**src/rtl/max7219_receiver.sv**
```systemverilog
// Receive side of the MAX7219 DIN/LOAD/CLK link: shadow register file plus frame strobes.
// Optional Code-B segment decode on the read port: define MAX7219_CODEB_DECODE_EN.
module max7219_receiver #(
    parameter int SYNC_STAGES = 2
) (
    input  logic       i_clk,
    input  logic       i_reset_n,
    input  logic       i_serial_data,
    input  logic       i_serial_load,
    input  logic       i_serial_clk,
    input  logic [2:0] i_rd_digit,
    output logic [7:0] o_rd_data,
    output logic [7:0] o_decode_mode,
    output logic [3:0] o_intensity,
    output logic [2:0] o_scan_limit,
    output logic       o_shutdown_n,
    output logic       o_display_test,
    output logic       o_frame_stb,
    output logic       o_frame_err
);

    typedef enum logic [1:0] {IDLE, SHIFT, COMMIT} state_t;

    state_t                 state_q, state_d;
    logic [SYNC_STAGES-1:0] data_sync_q, data_sync_d;
    logic [SYNC_STAGES-1:0] load_sync_q, load_sync_d;
    logic [SYNC_STAGES-1:0] clk_sync_q, clk_sync_d;
    logic                   load_dly_q, clk_dly_q;
    // Only frame[11:0] is ever decoded, so the upper nibble is never stored.
    logic [11:0]            shift_q, shift_d;
    logic [4:0]             count_q, count_d;
    logic [7:0]             digit_q [8];
    logic [7:0]             digit_d [8];
    logic [7:0]             decode_q, decode_d;
    logic [3:0]             intensity_q, intensity_d;
    logic [2:0]             scan_q, scan_d;
    logic                   shutdown_n_q, shutdown_n_d;
    logic                   test_q, test_d;
    logic                   stb_q, stb_d;
    logic                   err_q, err_d;

    logic load_rise, load_fall, clk_rise, data_bit;
    logic [3:0] addr;
    logic [7:0] wdata;

    assign data_bit  = data_sync_q[SYNC_STAGES-1];
    assign load_rise = load_sync_q[SYNC_STAGES-1] & ~load_dly_q;
    assign load_fall = ~load_sync_q[SYNC_STAGES-1] & load_dly_q;
    assign clk_rise  = clk_sync_q[SYNC_STAGES-1] & ~clk_dly_q;
    assign addr      = shift_q[11:8];
    assign wdata     = shift_q[7:0];

    always_comb begin
        data_sync_d  = {data_sync_q[SYNC_STAGES-2:0], i_serial_data};
        load_sync_d  = {load_sync_q[SYNC_STAGES-2:0], i_serial_load};
        clk_sync_d   = {clk_sync_q[SYNC_STAGES-2:0], i_serial_clk};
        state_d      = state_q;
        shift_d      = shift_q;
        count_d      = count_q;
        digit_d      = digit_q;
        decode_d     = decode_q;
        intensity_d  = intensity_q;
        scan_d       = scan_q;
        shutdown_n_d = shutdown_n_q;
        test_d       = test_q;
        stb_d        = 1'b0;
        err_d        = 1'b0;
        case (state_q)
            IDLE: begin
                if (load_fall) begin
                    state_d = SHIFT;
                    count_d = 5'd0;
                end
            end
            SHIFT: begin
                // A LOAD rise masks any serial clock edge seen in the same cycle.
                if (load_rise) begin
                    if (count_q == 5'd16) begin
                        state_d = COMMIT;
                    end else begin
                        state_d = IDLE;
                        err_d   = (count_q != 5'd0);
                    end
                end else if (clk_rise) begin
                    shift_d = {shift_q[10:0], data_bit};
                    if (count_q != 5'd16) begin
                        count_d = count_q + 5'd1;
                    end
                end
            end
            COMMIT: begin
                state_d = IDLE;
                stb_d   = 1'b1;
                case (addr)
                    4'h1, 4'h2, 4'h3, 4'h4,
                    4'h5, 4'h6, 4'h7, 4'h8: digit_d[addr[2:0] - 3'd1] = wdata;
                    4'h9:    decode_d     = wdata;
                    4'hA:    intensity_d  = wdata[3:0];
                    4'hB:    scan_d       = wdata[2:0];
                    4'hC:    shutdown_n_d = wdata[0];
                    4'hF:    test_d       = wdata[0];
                    default: ;
                endcase
            end
            default: state_d = IDLE;
        endcase
    end

    always_ff @(posedge i_clk or negedge i_reset_n) begin
        if (!i_reset_n) begin
            state_q      <= IDLE;
            data_sync_q  <= '0;
            load_sync_q  <= '0;
            clk_sync_q   <= '0;
            load_dly_q   <= 1'b0;
            clk_dly_q    <= 1'b0;
            shift_q      <= '0;
            count_q      <= '0;
            for (int i = 0; i < 8; i++) digit_q[i] <= '0;
            decode_q     <= '0;
            intensity_q  <= '0;
            scan_q       <= '0;
            shutdown_n_q <= 1'b0;
            test_q       <= 1'b0;
            stb_q        <= 1'b0;
            err_q        <= 1'b0;
        end else begin
            state_q      <= state_d;
            data_sync_q  <= data_sync_d;
            load_sync_q  <= load_sync_d;
            clk_sync_q   <= clk_sync_d;
            load_dly_q   <= load_sync_q[SYNC_STAGES-1];
            clk_dly_q    <= clk_sync_q[SYNC_STAGES-1];
            shift_q      <= shift_d;
            count_q      <= count_d;
            digit_q      <= digit_d;
            decode_q     <= decode_d;
            intensity_q  <= intensity_d;
            scan_q       <= scan_d;
            shutdown_n_q <= shutdown_n_d;
            test_q       <= test_d;
            stb_q        <= stb_d;
            err_q        <= err_d;
        end
    end

`ifdef MAX7219_CODEB_DECODE_EN
    function automatic logic [7:0] codeb(input logic dp, input logic [3:0] nib);
        logic [7:0] seg;
        case (nib)
            4'h0: seg = 8'h7E;  4'h1: seg = 8'h30;  4'h2: seg = 8'h6D;  4'h3: seg = 8'h79;
            4'h4: seg = 8'h33;  4'h5: seg = 8'h5B;  4'h6: seg = 8'h5F;  4'h7: seg = 8'h70;
            4'h8: seg = 8'h7F;  4'h9: seg = 8'h7B;  4'hA: seg = 8'h01;  4'hB: seg = 8'h4F;
            4'hC: seg = 8'h37;  4'hD: seg = 8'h0E;  4'hE: seg = 8'h67;  default: seg = 8'h00;
        endcase
        return seg | {dp, 7'b0};
    endfunction

    always_comb begin
        o_rd_data = digit_q[i_rd_digit];
        if (decode_q[i_rd_digit]) begin
            o_rd_data = codeb(digit_q[i_rd_digit][7], digit_q[i_rd_digit][3:0]);
        end
    end
`else
    assign o_rd_data = digit_q[i_rd_digit];
`endif

    assign o_decode_mode  = decode_q;
    assign o_intensity    = intensity_q;
    assign o_scan_limit   = scan_q;
    assign o_shutdown_n   = shutdown_n_q;
    assign o_display_test = test_q;
    assign o_frame_stb    = stb_q;
    assign o_frame_err    = err_q;

endmodule
```
**config.mk**
```make
export PLATFORM = sky130hd
export DESIGN_NAME = max7219_receiver
export DESIGN_NICKNAME = d
export VERILOG_FILES = /design/src/rtl/max7219_receiver.sv
export SDC_FILE = /design/constraint.sdc
export NUM_CORES = 1
export LEC_CHECK = 0
export ABC_AREA = 1
export CORE_MARGIN = 2
export CORE_UTILIZATION = 40
export DETAILED_ROUTE_END_ITERATION = 7
export HOLD_SLACK_MARGIN = 0.08
export PLACE_DENSITY_LB_ADDON = 0.08
export RECOVER_POWER = 25
export SYNTH_ARGS = -nofsm -noshare
export SYNTH_HDL_FRONTEND = slang
export SYNTH_SLANG_ARGS = --single-unit
```
**constraint.sdc**
```tcl
create_clock -name i_clk -period 2.7 [get_ports i_clk]
set_input_delay 0.54 -clock i_clk [delete_from_list [all_inputs] [get_ports i_clk]]
set_output_delay 0.54 -clock i_clk [all_outputs]
set_load 0.01 [all_outputs]
```
==> results.md <==
- Total CTS buffers: 9
- Period utilisation layout: 93.5%
- Top delay family on crit path: buffers and inverters
- Final wirelength: 13,700 µm
- CTS Hold Buffers Added: 0
- Worst-path cell chain: clkdlybuf4s50_1 > buf_6 > o21ai_0 > o22ai_1 > nand2_1 > nand2_1 > dlygate4sd2_1
- Hold Violations, Final: 0
- Worst slew margin: 1.89%
- Fillcell total: 1,290
- Hpwl dp: 9420 µm
- RePlAce Congestion: 0.923
- Outcome: complete, no violations
- Clock latency on the worst-skew pair: 0.35 ns
- Worst path max stage delay: 0.51 ns
- # rows: 41
- Area after DPL: 5790 µm²
- Minimum clock period: 2.53 ns
- DRC Markers: 0
- H-tree depth: 3
- Yosys cell types: 23
- Endpoints failing setup: 0
- Placed insts: 810
- Worst Path Arrival: 1.99 ns
- CP Class: in2out
- Critical path's slowest cell: clkdlybuf4s50_1
- CP bufs+invs: 3
- Clock sinks: 110
- Clk_skew: 0.00747 ns
- P per Cell Area: 689 nW/µm²
- Register area: 2750 µm²
- Top cells by area, synth: dfrtp_1, nand2_1, nand4_1, nor2_1, o21ai_0
- Core Region: 12,700 µm²
- Layout cell share with drive strength beyond 1: 10.5%
- Register area share after synthesis: 52.4%
- Dpl ws: -0.182 ns
- Most used cell, CP: nand2_1
- Max rail drop VDD: 0.418 mV
- Nature of the critical path startpoint: input port
- Initial antenna violation count: 0
- Clock Path Buffers: 2
- Width of the chip: 119 µm
- WL/cell: 16.5 µm
- Die Area: 14,100 µm²
- DIE HEIGHT: 119 µm
- Largest net degree at the start of global routing: 60
- Cells after Synth: 620
- Area grow syn2layout: 15.8%
- CTS tree: yes
- # IOs: 35
- Clock Root Buffer: clkbuf_16
- Max Slew Vio Count: 0
- Leak: 3.02 nW
- DR vias/cell: 5.27
- First-pass GRT wire length: 22,700 µm
- RSZ-0062 raised after global routing: no
- Diodes inserted: 0
- HP Class: reg2reg
- Max_cap viols: 0
- Post-Layout Cell Count: 828
- Crit path capture type: output pin
- Max FO, Critical Path: 15
- Min Hold Slack: 0.350 ns
- Multi-input logic area: 2200 µm²
- DR iter-0 viols: 441
- Worst path required time: 2.16 ns
- Setup ws final: 0.175 ns
- Final ANT Viol Nets: 0
- Fmax achieved: 396 MHz
- Design area: 6080 µm²
- Syn. warnings: 0
- Mean Syn Cell Area: 8.47 µm²
- Top-area cell type share of the netlist area: 52.4%
- Worst-margin pin slew: 1.47 ns
- Initial core utilization: 41.3%
- #FFs+latches synth: 110
- Post-synth net total: 634
- Via count: 4,364
- Mapped Area: 5250 µm²
- NumNets Final: 665
- DR pass1 iterations: 5
- GR Util All Layers: 20.5%
- Grt total ovfl: 0
- IO buf count: 34
- Clock transition at path regs: 0.07 ns
- Vias in the first global route: 4,210
- Yosys top cell by area: dfrtp_1
## worst paths after layout
kind | from | to | slack [ns] | cells past startpoint
worst min register to register | load_sync_q[0]$_DFF_PN0_ | load_sync_q[1]$_DFF_PN0_ | 0.35 | 0
worst min-delay path | load_sync_q[0]$_DFF_PN0_ | load_sync_q[1]$_DFF_PN0_ | 0.35 | 0
worst max-delay path | i_rd_digit[1] | o_rd_data[1] | 0.17 | 7
min in group asynchronous | i_reset_n | digit_q[18]$_DFFE_PN0P_ | 0.52 | 1
max in group asynchronous | i_reset_n | digit_q[62]$_DFFE_PN0P_ | 0.65 | 2
worst max register to register | shift_q[9]$_DFFE_PN0P_ | digit_q[0]$_DFFE_PN0P_ | 0.64 | 7
## timing repair
item	in CTS	in global routing
resized for setup	13	0
buffers inserted	1	0
setup endpoints to repair	8	0
## where the power goes
group	switching, mW	internal (mW)	leakage, nW
logic	0.721	0.279	1.38
clock network	0.598	0.680	0.143
registers	0.191	1.72	1.50
## cells by family (layout without fill, tap and decap cells)
group                    Yosys count  count (layout)  share of synthesized area [%]
flip-flops                       110             110                           52.4
AO/OA/AOI/OAI                     79              79                           7.96
AND/OR/NAND/NOR                  363             363                           32.6
buffers and inverters             62              98                           5.60
adder cells (fa/ha/maj)            6               6                           1.43
## metal layers
layer	track usage (%)	part of all wire, %
met3	4.92	6.2
met4	5.65	1.6
met5	0	0
met2	30.0	45
met1	30.1	47
## registers in the layout, summed over array words and instances, names as in the netlist, 2 cells and up
signal and cells:
clk_sync_q 2, count_q 5, data_sync_q 2, digit_q 64
load_sync_q 2, o_decode_mode 8, o_intensity 4, o_scan_limit 3
shift_q 12, state_q 2
## per-stage QoR
stage	setup TNS (ns)	total power, mW	utilization [%]
after global routing	0	4.43	47.8
after global placement	-1.02	2.94	45.5
after detailed placement	-1.08	2.95	45.5
final	0	4.19	47.8
after CTS	0	4.24	47.9
after floorplan	0	2.66	-
## synthesized netlist by cell type
cell type and instances:
a21oi_1 17, buf_1 4, buf_2 7, buf_6 7, clkbuf_1 18, dfrtp_1 110
ha_1 6, inv_1 21, inv_2 5, nand2_1 199, nand2_4 1, nand3_1 9
nand3_2 14, nand3b_1 1, nand4_1 65, nor2_1 62, nor2_2 2, nor2_4 9
nor3_1 1, o21ai_0 41, o21ai_1 4, o21bai_1 1, o22ai_1 16
## area by class of cell
type / instances / area share, %
clock inverters: 4 / 0.515
inverters: 26 / 1.61
well taps: 172 / 3.54
multi-input cells: 448 / 36.2
repair buffers: 56 / 8.57
flip-flops and latches: 110 / 45.3
clock buffers: 12 / 4.22
## placed cells by master (no fill, tap or decap)
| cell type | n |
|---|---|
| clkbuf_16 | 9 |
| nor2_1 | 62 |
| inv_2 | 6 |
| buf_12 | 2 |
| clkbuf_4 | 1 |
| o22ai_1 | 16 |
| dlygate4sd2_1 | 9 |
| nand3_1 | 9 |
| buf_6 | 2 |
| inv_1 | 20 |
| o21bai_1 | 1 |
| nand3b_1 | 1 |
| clkbuf_1 | 2 |
| nor2_4 | 9 |
| clkinv_4 | 3 |
| o21ai_0 | 41 |
| buf_4 | 17 |
| nor3_1 | 1 |
| nand4_1 | 65 |
| nand2_1 | 199 |
| o21ai_1 | 4 |
| nand2_4 | 1 |
| clkinv_2 | 1 |
| dlygate4sd3_1 | 3 |
| clkdlybuf4s50_1 | 21 |
| dfrtp_1 | 110 |
| ha_1 | 6 |
| nor2_2 | 2 |
| a21oi_1 | 17 |
| clkbuf_8 | 2 |
| nand3_2 | 14 |
## worst register-to-register path, stage by stage, from the launching register on
cell and delay (ns):
dfrtp_1 0.42, inv_1 0.10, ha_1 0.26, nand3_2 0.13
nand2_4 0.52, nand3_2 0.34, nand2_1 0.13, nand2_1 0.06
Power figures use the tool's default switching activity.
